### config.mk
export PLATFORM = sky130hd
export DESIGN_NAME = spi_rx
export DESIGN_NICKNAME = d
export VERILOG_FILES = /design/src/rtl/spi_rx.sv
export SDC_FILE = /design/constraint.sdc
export NUM_CORES = 1
export LEC_CHECK = 0
export BUFFER_PORTS_ARGS = -buffer_cell sky130_fd_sc_hd__buf_2
export CAP_MARGIN = 20
export CORE_MARGIN = 2
export CORE_UTILIZATION = 55
export CTS_CLUSTER_DIAMETER = 30
export CTS_CLUSTER_SIZE = 8
export DETAILED_ROUTE_END_ITERATION = 10
export PLACE_DENSITY = 0.78
export RECOVER_POWER = 25
export SLEW_MARGIN = 20
export SYNTH_ARGS = -nofsm -noshare
export SYNTH_HDL_FRONTEND = slang
export SYNTH_SLANG_ARGS = --single-unit
### constraint.sdc
create_clock -name clk -period 2.6 [get_ports clk]
set_input_delay 0.39 -clock clk [delete_from_list [all_inputs] [get_ports clk]]
set_output_delay 0.39 -clock clk [all_outputs]
set_load 0.02 [all_outputs]
### src/rtl/spi_rx.sv
// SPI receive deserializer: samples sclk/rxd/cs_n in the clk domain, assembles
// words of programmable width and emits them on a single-entry AXI-Stream master.
module spi_rx #(
    parameter int AXIS_DATA_WIDTH = 8
) (
    input  logic                       clk,
    input  logic                       rst,
    input  logic                       sclk,
    input  logic                       rxd,
    input  logic                       cs_n,
    output logic [AXIS_DATA_WIDTH-1:0] m_axis_tdata,
    output logic                       m_axis_tvalid,
    input  logic                       m_axis_tready,
    input  logic [1:0]                 spi_mode,
    input  logic [5:0]                 spi_word_width,
    output logic                       busy,
    output logic                       overflow,
    output logic                       frame_error
);

    localparam int         DW  = AXIS_DATA_WIDTH;
    localparam logic [6:0] DW7 = 7'(DW);

    // Receive state is carried by bit_cnt; the enum names it for checkers.
    typedef enum logic {IDLE, RECV} rx_state_t;
    rx_state_t rx_state;

    // Handshake: a word transfers on any clk edge where m_axis_tvalid and
    // m_axis_tready are both high; tvalid never drops and tdata never changes
    // while the word is held without tready.

    logic sclk_s1, sclk_s2, sclk_s3;
    logic rxd_s1, rxd_s2, rxd_s3;
    logic cs_s1, cs_s2;

    logic [5:0]    bit_cnt, bit_cnt_d;
    logic [6:0]    w_reg, w_d;
    logic [DW-1:0] shift_reg, shift_d;
    logic          word_done, done_d;
    logic          fe_pend, fe_d;
    logic [DW-1:0] tdata_d;
    logic          tvalid_d, ovf_d;

    logic       sample_rise, sample_fall, sample_edge;
    logic [6:0] ww7, w_new, w_cur, cnt_next7;

    always_ff @(posedge clk) begin
        if (rst) begin
            sclk_s1 <= 1'b0; sclk_s2 <= 1'b0; sclk_s3 <= 1'b0;
            rxd_s1  <= 1'b0; rxd_s2  <= 1'b0; rxd_s3  <= 1'b0;
            cs_s1   <= 1'b0; cs_s2   <= 1'b0;
        end else begin
            sclk_s1 <= sclk;    sclk_s2 <= sclk_s1; sclk_s3 <= sclk_s2;
            rxd_s1  <= rxd;     rxd_s2  <= rxd_s1;  rxd_s3  <= rxd_s2;
            cs_s1   <= cs_n;    cs_s2   <= cs_s1;
        end
    end

    assign sample_rise = sclk_s2 & ~sclk_s3;
    assign sample_fall = ~sclk_s2 & sclk_s3;
    // Modes 1 and 2 sample on the falling edge, modes 0 and 3 on the rising one.
    assign sample_edge = (spi_mode[0] ^ spi_mode[1]) ? sample_fall : sample_rise;

    assign ww7       = {1'b0, spi_word_width};
    assign w_new     = (ww7 == 7'd0 || ww7 > DW7) ? DW7 : ww7;
    assign w_cur     = (bit_cnt == 6'd0) ? w_new : w_reg;
    assign cnt_next7 = {1'b0, bit_cnt} + 7'd1;

    assign rx_state = (bit_cnt == 6'd0) ? IDLE : RECV;
    assign busy     = (rx_state == RECV);

    always_comb begin
        bit_cnt_d = bit_cnt;
        w_d       = w_reg;
        shift_d   = shift_reg;
        done_d    = 1'b0;
        fe_d      = 1'b0;
        if (cs_s2) begin
            bit_cnt_d = 6'd0;
            fe_d      = (rx_state == RECV);
        end else if (sample_edge) begin
            if (rx_state == IDLE) begin
                w_d     = w_new;
                shift_d = {{(DW-1){1'b0}}, rxd_s3};
            end else begin
                shift_d = {shift_reg[DW-2:0], rxd_s3};
            end
            if (cnt_next7 == w_cur) begin
                bit_cnt_d = 6'd0;
                done_d    = 1'b1;
            end else begin
                bit_cnt_d = cnt_next7[5:0];
            end
        end
    end

    // Completion is registered one cycle before the output stage sees it.
    always_comb begin
        tdata_d  = m_axis_tdata;
        tvalid_d = m_axis_tvalid;
        ovf_d    = 1'b0;
        if (word_done) begin
            if (!m_axis_tvalid || m_axis_tready) begin
                tdata_d  = shift_reg;
                tvalid_d = 1'b1;
            end else begin
                ovf_d = 1'b1;
            end
        end else if (m_axis_tready) begin
            tvalid_d = 1'b0;
        end
    end

    always_ff @(posedge clk) begin
        if (rst) begin
            bit_cnt       <= 6'd0;
            w_reg         <= DW7;
            shift_reg     <= '0;
            word_done     <= 1'b0;
            fe_pend       <= 1'b0;
            m_axis_tdata  <= '0;
            m_axis_tvalid <= 1'b0;
            overflow      <= 1'b0;
            frame_error   <= 1'b0;
        end else begin
            bit_cnt       <= bit_cnt_d;
            w_reg         <= w_d;
            shift_reg     <= shift_d;
            word_done     <= done_d;
            fe_pend       <= fe_d;
            m_axis_tdata  <= tdata_d;
            m_axis_tvalid <= tvalid_d;
            overflow      <= ovf_d;
            frame_error   <= fe_pend;
        end
    end

endmodule

==> results of run 1 <==
layout make-up:
cell class | instances | share of cell area, %
inverter | 6 | 1.12
timing repair buffer | 30 | 8.01
clock buffer | 6 | 2.05
clock inverter | 1 | 0.373
tap | 44 | 2.73
sequential | 42 | 41.7
multi-input combinational | 139 | 44.0
worst max path at each step:
stage,end,cells past startpoint
4_1_cts,bit_cnt[1]$_SDFFE_PP0P_,9
2_1_floorplan,bit_cnt[1]$_SDFFE_PP0P_,9
6_report,bit_cnt[1]$_SDFFE_PP0P_,9
3_5_place_dp,bit_cnt[1]$_SDFFE_PP0P_,9
5_1_grt,bit_cnt[1]$_SDFFE_PP0P_,8
3_3_place_gp,bit_cnt[1]$_SDFFE_PP0P_,8
cell usage after synthesis (all sizes together) (2+ instances only):
cell | number | share of area [%]
inv | 6 | 1.2
ha | 2 | 1.4
nor3 | 6 | 1.9
dfxtp | 42 | 47
nor2 | 15 | 3.1
clkbuf | 8 | 1.7
nor3b | 3 | 1.2
nand3 | 11 | 3.0
mux2i | 13 | 7.2
xnor2 | 4 | 1.9
o21ai | 8 | 3.0
and2 | 4 | 1.4
a21oi | 17 | 4.7
o31ai | 2 | 0.83
xor2 | 3 | 1.5
nand2 | 18 | 3.9
buf | 4 | 1.7
or2 | 2 | 0.69
nor4b | 2 | 1.8
nor2b | 12 | 4.2
nand2b | 3 | 1.0
through the flow:
stage                     power, µW  worst slack, ns  hold WS (ns)
final                          1020            0.348         0.236
after global routing           1070            0.127         0.206
after CTS                      1030            0.187         0.230
after detailed placement        734            0.211         0.432
after global placement          731            0.289         0.422
after floorplan                 712            0.488         0.414
per-layer routing:
metal  global-route usage, %  vias up  wire (µm)
met5                       0        -          0
li1                        -      726          -
met3                    5.67        6        122
met4                    8.39        0         51
met2                    33.3       27       1590
met1                    25.0      655       1500
power by group through the flow:
stage	logic, µW	clock network (µW)	registers (µW)
2_1_floorplan	44.1	0	668
6_report	65.0	302	655
5_1_grt	72.9	340	656
3_5_place_dp	64.9	0	669
3_3_place_gp	62.6	0	669
4_1_cts	65.2	310	655
worst max-delay path, cell delays in order, from the launching register on:
cell and delay, ns:
dfxtp_1 0.46, inv_1 0.07, ha_1 0.20, nor4b_4 0.14
nand2_2 0.14, mux2i_1 0.27, xnor2_1 0.09, or4_4 0.61
nand3b_1 0.12, a21oi_1 0.06
kinds of logic after synthesis:
| family | Yosys count | share of synthesized area (%) |
|---|---|---|
| AO/OA/AOI/OAI | 34 | 11.7 |
| XOR/XNOR | 7 | 3.39 |
| adder cells (fa/ha/maj) | 2 | 1.38 |
| buffers and inverters | 18 | 4.64 |
| flip-flops | 42 | 46.5 |
| multiplexers | 13 | 7.20 |
| AND/OR/NAND/NOR | 83 | 25.1 |
repair_timing:
item / CTS / global route
setup endpoints to repair: 0 / 1
gates resized for setup: 0 / 1
hold endpoints to repair: 0 / 0
==> results.cfg, run 1 <==
[power_and_ir_drop]
p_leak_uw = 0.000831
power_frac_comb_pct = 6.4
p_int_uw = 778
p_switching_uw = 243
ir_drop_v = 0.000380
p_per_area_nw_per_um2 = 507
netSwitchingFraction_pct = 23.8
p_clk_share_pct = 29.6
seqPwrFrac_pct = 64.1

[sta]
max_clock_freq_mhz = 444
setup_viol = 0
relSlewSlack_pct = 7.68
tightest_slew_ns = 1.38
rsz0062_at_grt = no
period_needed_ns = 2.25
slew_viol_final = 0
finClkSkew_ns = 0.00525
setup_tns_ns = 0
finalHoldViolCount = 0
post-route-period-util_pct = 86.6

[clocking]
cts_buffers = 5
cts_hold_buf = 0
cts.sinks = 42
cts_tree = built
clkSlewWorstSetupHoldPaths_ns = 0.12
clockBufferDepth = 2
cts.htree.levels = 2
cts_setup_buffers = 0
root_buffer = clkbuf_4
clock_latency_ns = 0.34

[critical_path]
worst_setup_path_end_kind = register
critPathLaunch = bit_cnt[0]$_SDFFE_PP0P_
r2r-end = bit_cnt[1]$_SDFFE_PP0P_
critPathMaxFanout = 8
reg2reg_depth = 9
cp.arrival_ns = 2.50
start_kind = register
r2r_start = bit_cnt[0]$_SDFFE_PP0P_
rrSetupSlack_ns = 0.35
required_ns = 2.85
critPathKind = register to register

[drt]
drt-initial-drc-count = 47
first_pass_iters = 4
drc = 0
vias = 1414
routed_via_density = 5.28
wl_per_cell_um = 12.2
wirelength_mm = 3.27
antenna_left = 0

[floorplanning]
die_area_um2 = 3760
ios = 26
chipHeight_um = 61.3
start_util_pct = 58.7
die_w_um = 61.3
num_rows = 20
fp.coreArea_um2 = 3080

[synthesis]
synth-async-reset-ratio_pct = 0
syn_area_um2 = 1810
yosys_warnings = 0
synthCells = 199
avgSynthCellArea_um2 = 9.08
syn_nets = 215
ys_seq_area_share_pct = 46.5
synth_edf_count = 0
ys.flop_type = dfxtp_1
yosys_register_bits = 42
yosys.cell_types.count = 44

[placed_design]
place_area_um2 = 1960
place_inst = 261
hpwlAfterDp_mm = 2.41
gp_congestion = 0.837
io_buffer_count = 25

[global_route]
first_global_vias = 1278
grt_max_degree = 37
grt.total_usage_pct = 20.3
grt_first_pass_wirelength_mm = 5.52
antenna_found_initial = 0
grt_remaining_overflow = 0

[final_layout]
fin_cells = 268
nFillCells = 278
multi_input_area_um2 = 886
final_nets = 240
layout_commonest_cell = dfxtp_1
final_area_um2 = 2010
drive_gt1_share_pct = 20.5
diodes = 0
final_util_pct = 65.4
area_growth_pct = 11.5
mostFrequentLayoutCells = dfxtp_1, buf_2, nand2_1, a21oi_1, nor2_1
ff_latch_area_um2 = 841

[hold_path]
worstHoldStart = m_axis_tready
hold_class = input pin to register
worstHoldEndpoint = overflow$_SDFF_PP0_
hold_depth = 2

[status]
status = completed

[run]
max_cap_violations = 0
Power figures use the tool's default switching activity.
==> run 2, diff against run 1 <==
CORE_UTILIZATION = 60   (was 55)
PLACE_DENSITY = 0.84   (was 0.78)
clock period = 2.7 ns   (was 2.6 ns; I/O delays follow)
==> results.cfg, run 2 (synthesis gave the netlist of run 1 again) <==
[status]
violations = DRC
status = finished with violations

[clocking]
cts.htree.levels = 2
cts_tree = built
clockBufferDepth = 2
cts.repair.resized = 0
cts_buffers = 5
clock_latency_ns = 0.36
cts_hold_buf = 0
clkSlewWorstSetupHoldPaths_ns = 0.13
cts.sinks = 42
root_buffer = clkbuf_4
cts_setup_buffers = 0

[sta]
period_needed_ns = 2.47
tightest_slew_ns = 1.39
finClkSkew_ns = 0.0103
finalHoldViolCount = 0
relSlewSlack_pct = 7.58
whs_ns = 0.216
setup_viol = 0
post-route-period-util_pct = 91.6
slew_viol_final = 0
fin_ws_ns = 0.227
setup_tns_ns = 0
rsz0062_at_grt = no
max_clock_freq_mhz = 404

[drt]
wl_per_cell_um = 13.3
wirelength_mm = 3.37
drc = 1
antenna_left = 0
routed_via_density = 5.61
drt-initial-drc-count = 45
vias = 1424
first_pass_iters = 7

[global_route]
met1_usage_pct = 28.9
grt_remaining_overflow = 0
grt_first_pass_wirelength_mm = 5.99
top_usage_layer = met2
use_met2_pct = 35.6
first_global_vias = 1384
grt.total_usage_pct = 22.3
antenna_found_initial = 0
grt_max_degree = 37
use_met3_pct = 7.03

[power_and_ir_drop]
netSwitchingFraction_pct = 25.1
p_per_area_nw_per_um2 = 507
ir_drop_v = 0.000406
p_switching_uw = 253
p_leak_uw = 0.000822
power_frac_comb_pct = 6.3
seqPwrFrac_pct = 62.6
p_clk_share_pct = 31.1
total_power_uw = 1010
p_int_uw = 754

[critical_path]
critical_path.slowest_cell = or4_1
critPathKind = register to register
cp.arrival_ns = 2.73
path_buf_inv = 0
required_ns = 2.96
start_kind = register
path_cells = ha_1, nand4_1, nand2b_1, a311oi_1, o2111ai_1, or4_1, nand3b_1, a21oi_1
critPathMaxFanout = 8
worst_setup_path_end_kind = register
max_stage_delay_ns = 0.61
cp_top_family = simple AND/OR/NAND/NOR gates

[final_layout]
layout_commonest_cell = dfxtp_1
diodes = 0
final_nets = 238
drive_gt1_share_pct = 19.3
mostFrequentLayoutCells = dfxtp_1, buf_2, nand2_1, a21oi_1, nor2_1
final_util_pct = 70.7
area_growth_pct = 9.83

[placed_design]
hpwlAfterDp_mm = 2.43
gp_congestion = 0.846
io_buffer_count = 25
post-place-ws_ns = 0.270

[floorplanning]
fp.coreArea_um2 = 2810
die_w_um = 58.9
start_util_pct = 64.4
ios = 26
die_area_um2 = 3470
num_rows = 19
chipHeight_um = 58.9

[hold_path]
hold_class = input pin to register

[run]
max_cap_violations = 0
## run 2: worst paths after layout
kind	endpoint	startpoint	slack, ns	cells past startpoint
setup / recovery	bit_cnt[1]$_SDFFE_PP0P_	bit_cnt[0]$_SDFFE_PP0P_	0.23	8
setup reg to reg	bit_cnt[1]$_SDFFE_PP0P_	bit_cnt[0]$_SDFFE_PP0P_	0.23	8
hold / removal	overflow$_SDFF_PP0_	m_axis_tready	0.22	2
hold reg to reg	sclk_s2$_SDFF_PP0_	sclk_s1$_SDFF_PP0_	0.45	1
## run 2: worst register-to-register path: stages, from the launching register on
cell       delay, ns
dfxtp_1         0.47
ha_1            0.31
nand4_1         0.18
nand2b_1        0.19
a311oi_1        0.25
o2111ai_1       0.14
or4_1           0.61
nand3b_1        0.16
a21oi_1         0.07
## run 2: power groups by stage
stage,clock network (µW),registers [µW],logic [µW]
floorplan,0,643,42.5
global placement,0,644,61.6
detailed placement,0,644,63.2
CTS,321,630,63.3
global route,347,632,70.5
finish,313,630,63.1
## run 2: per-stage QoR
step	area, µm²	cells
floorplan	1810	199
global placement	1930	246
detailed placement	1930	246
CTS	1990	254
global route	1980	254
finish	1980	254
## run 2: final cells by class
type                            instances  area (µm²)
Fill cell                             232         821
Inverter                                6        22.5
Timing Repair Buffer                   28         144
Clock inverter                          3        18.8
Clock buffer                            5        37.5
Multi-Input combinational cell        139         882
Tap cell                               31        38.8
Sequential cell                        42         841
## run 2: per-layer routing
layer	routed length [µm]	vias up	share of wire [%]
li1	-	722	-
met1	1500	651	45
met2	1640	44	49
met3	192	7	5.7
met4	31	0	0.92
met5	0	-	0
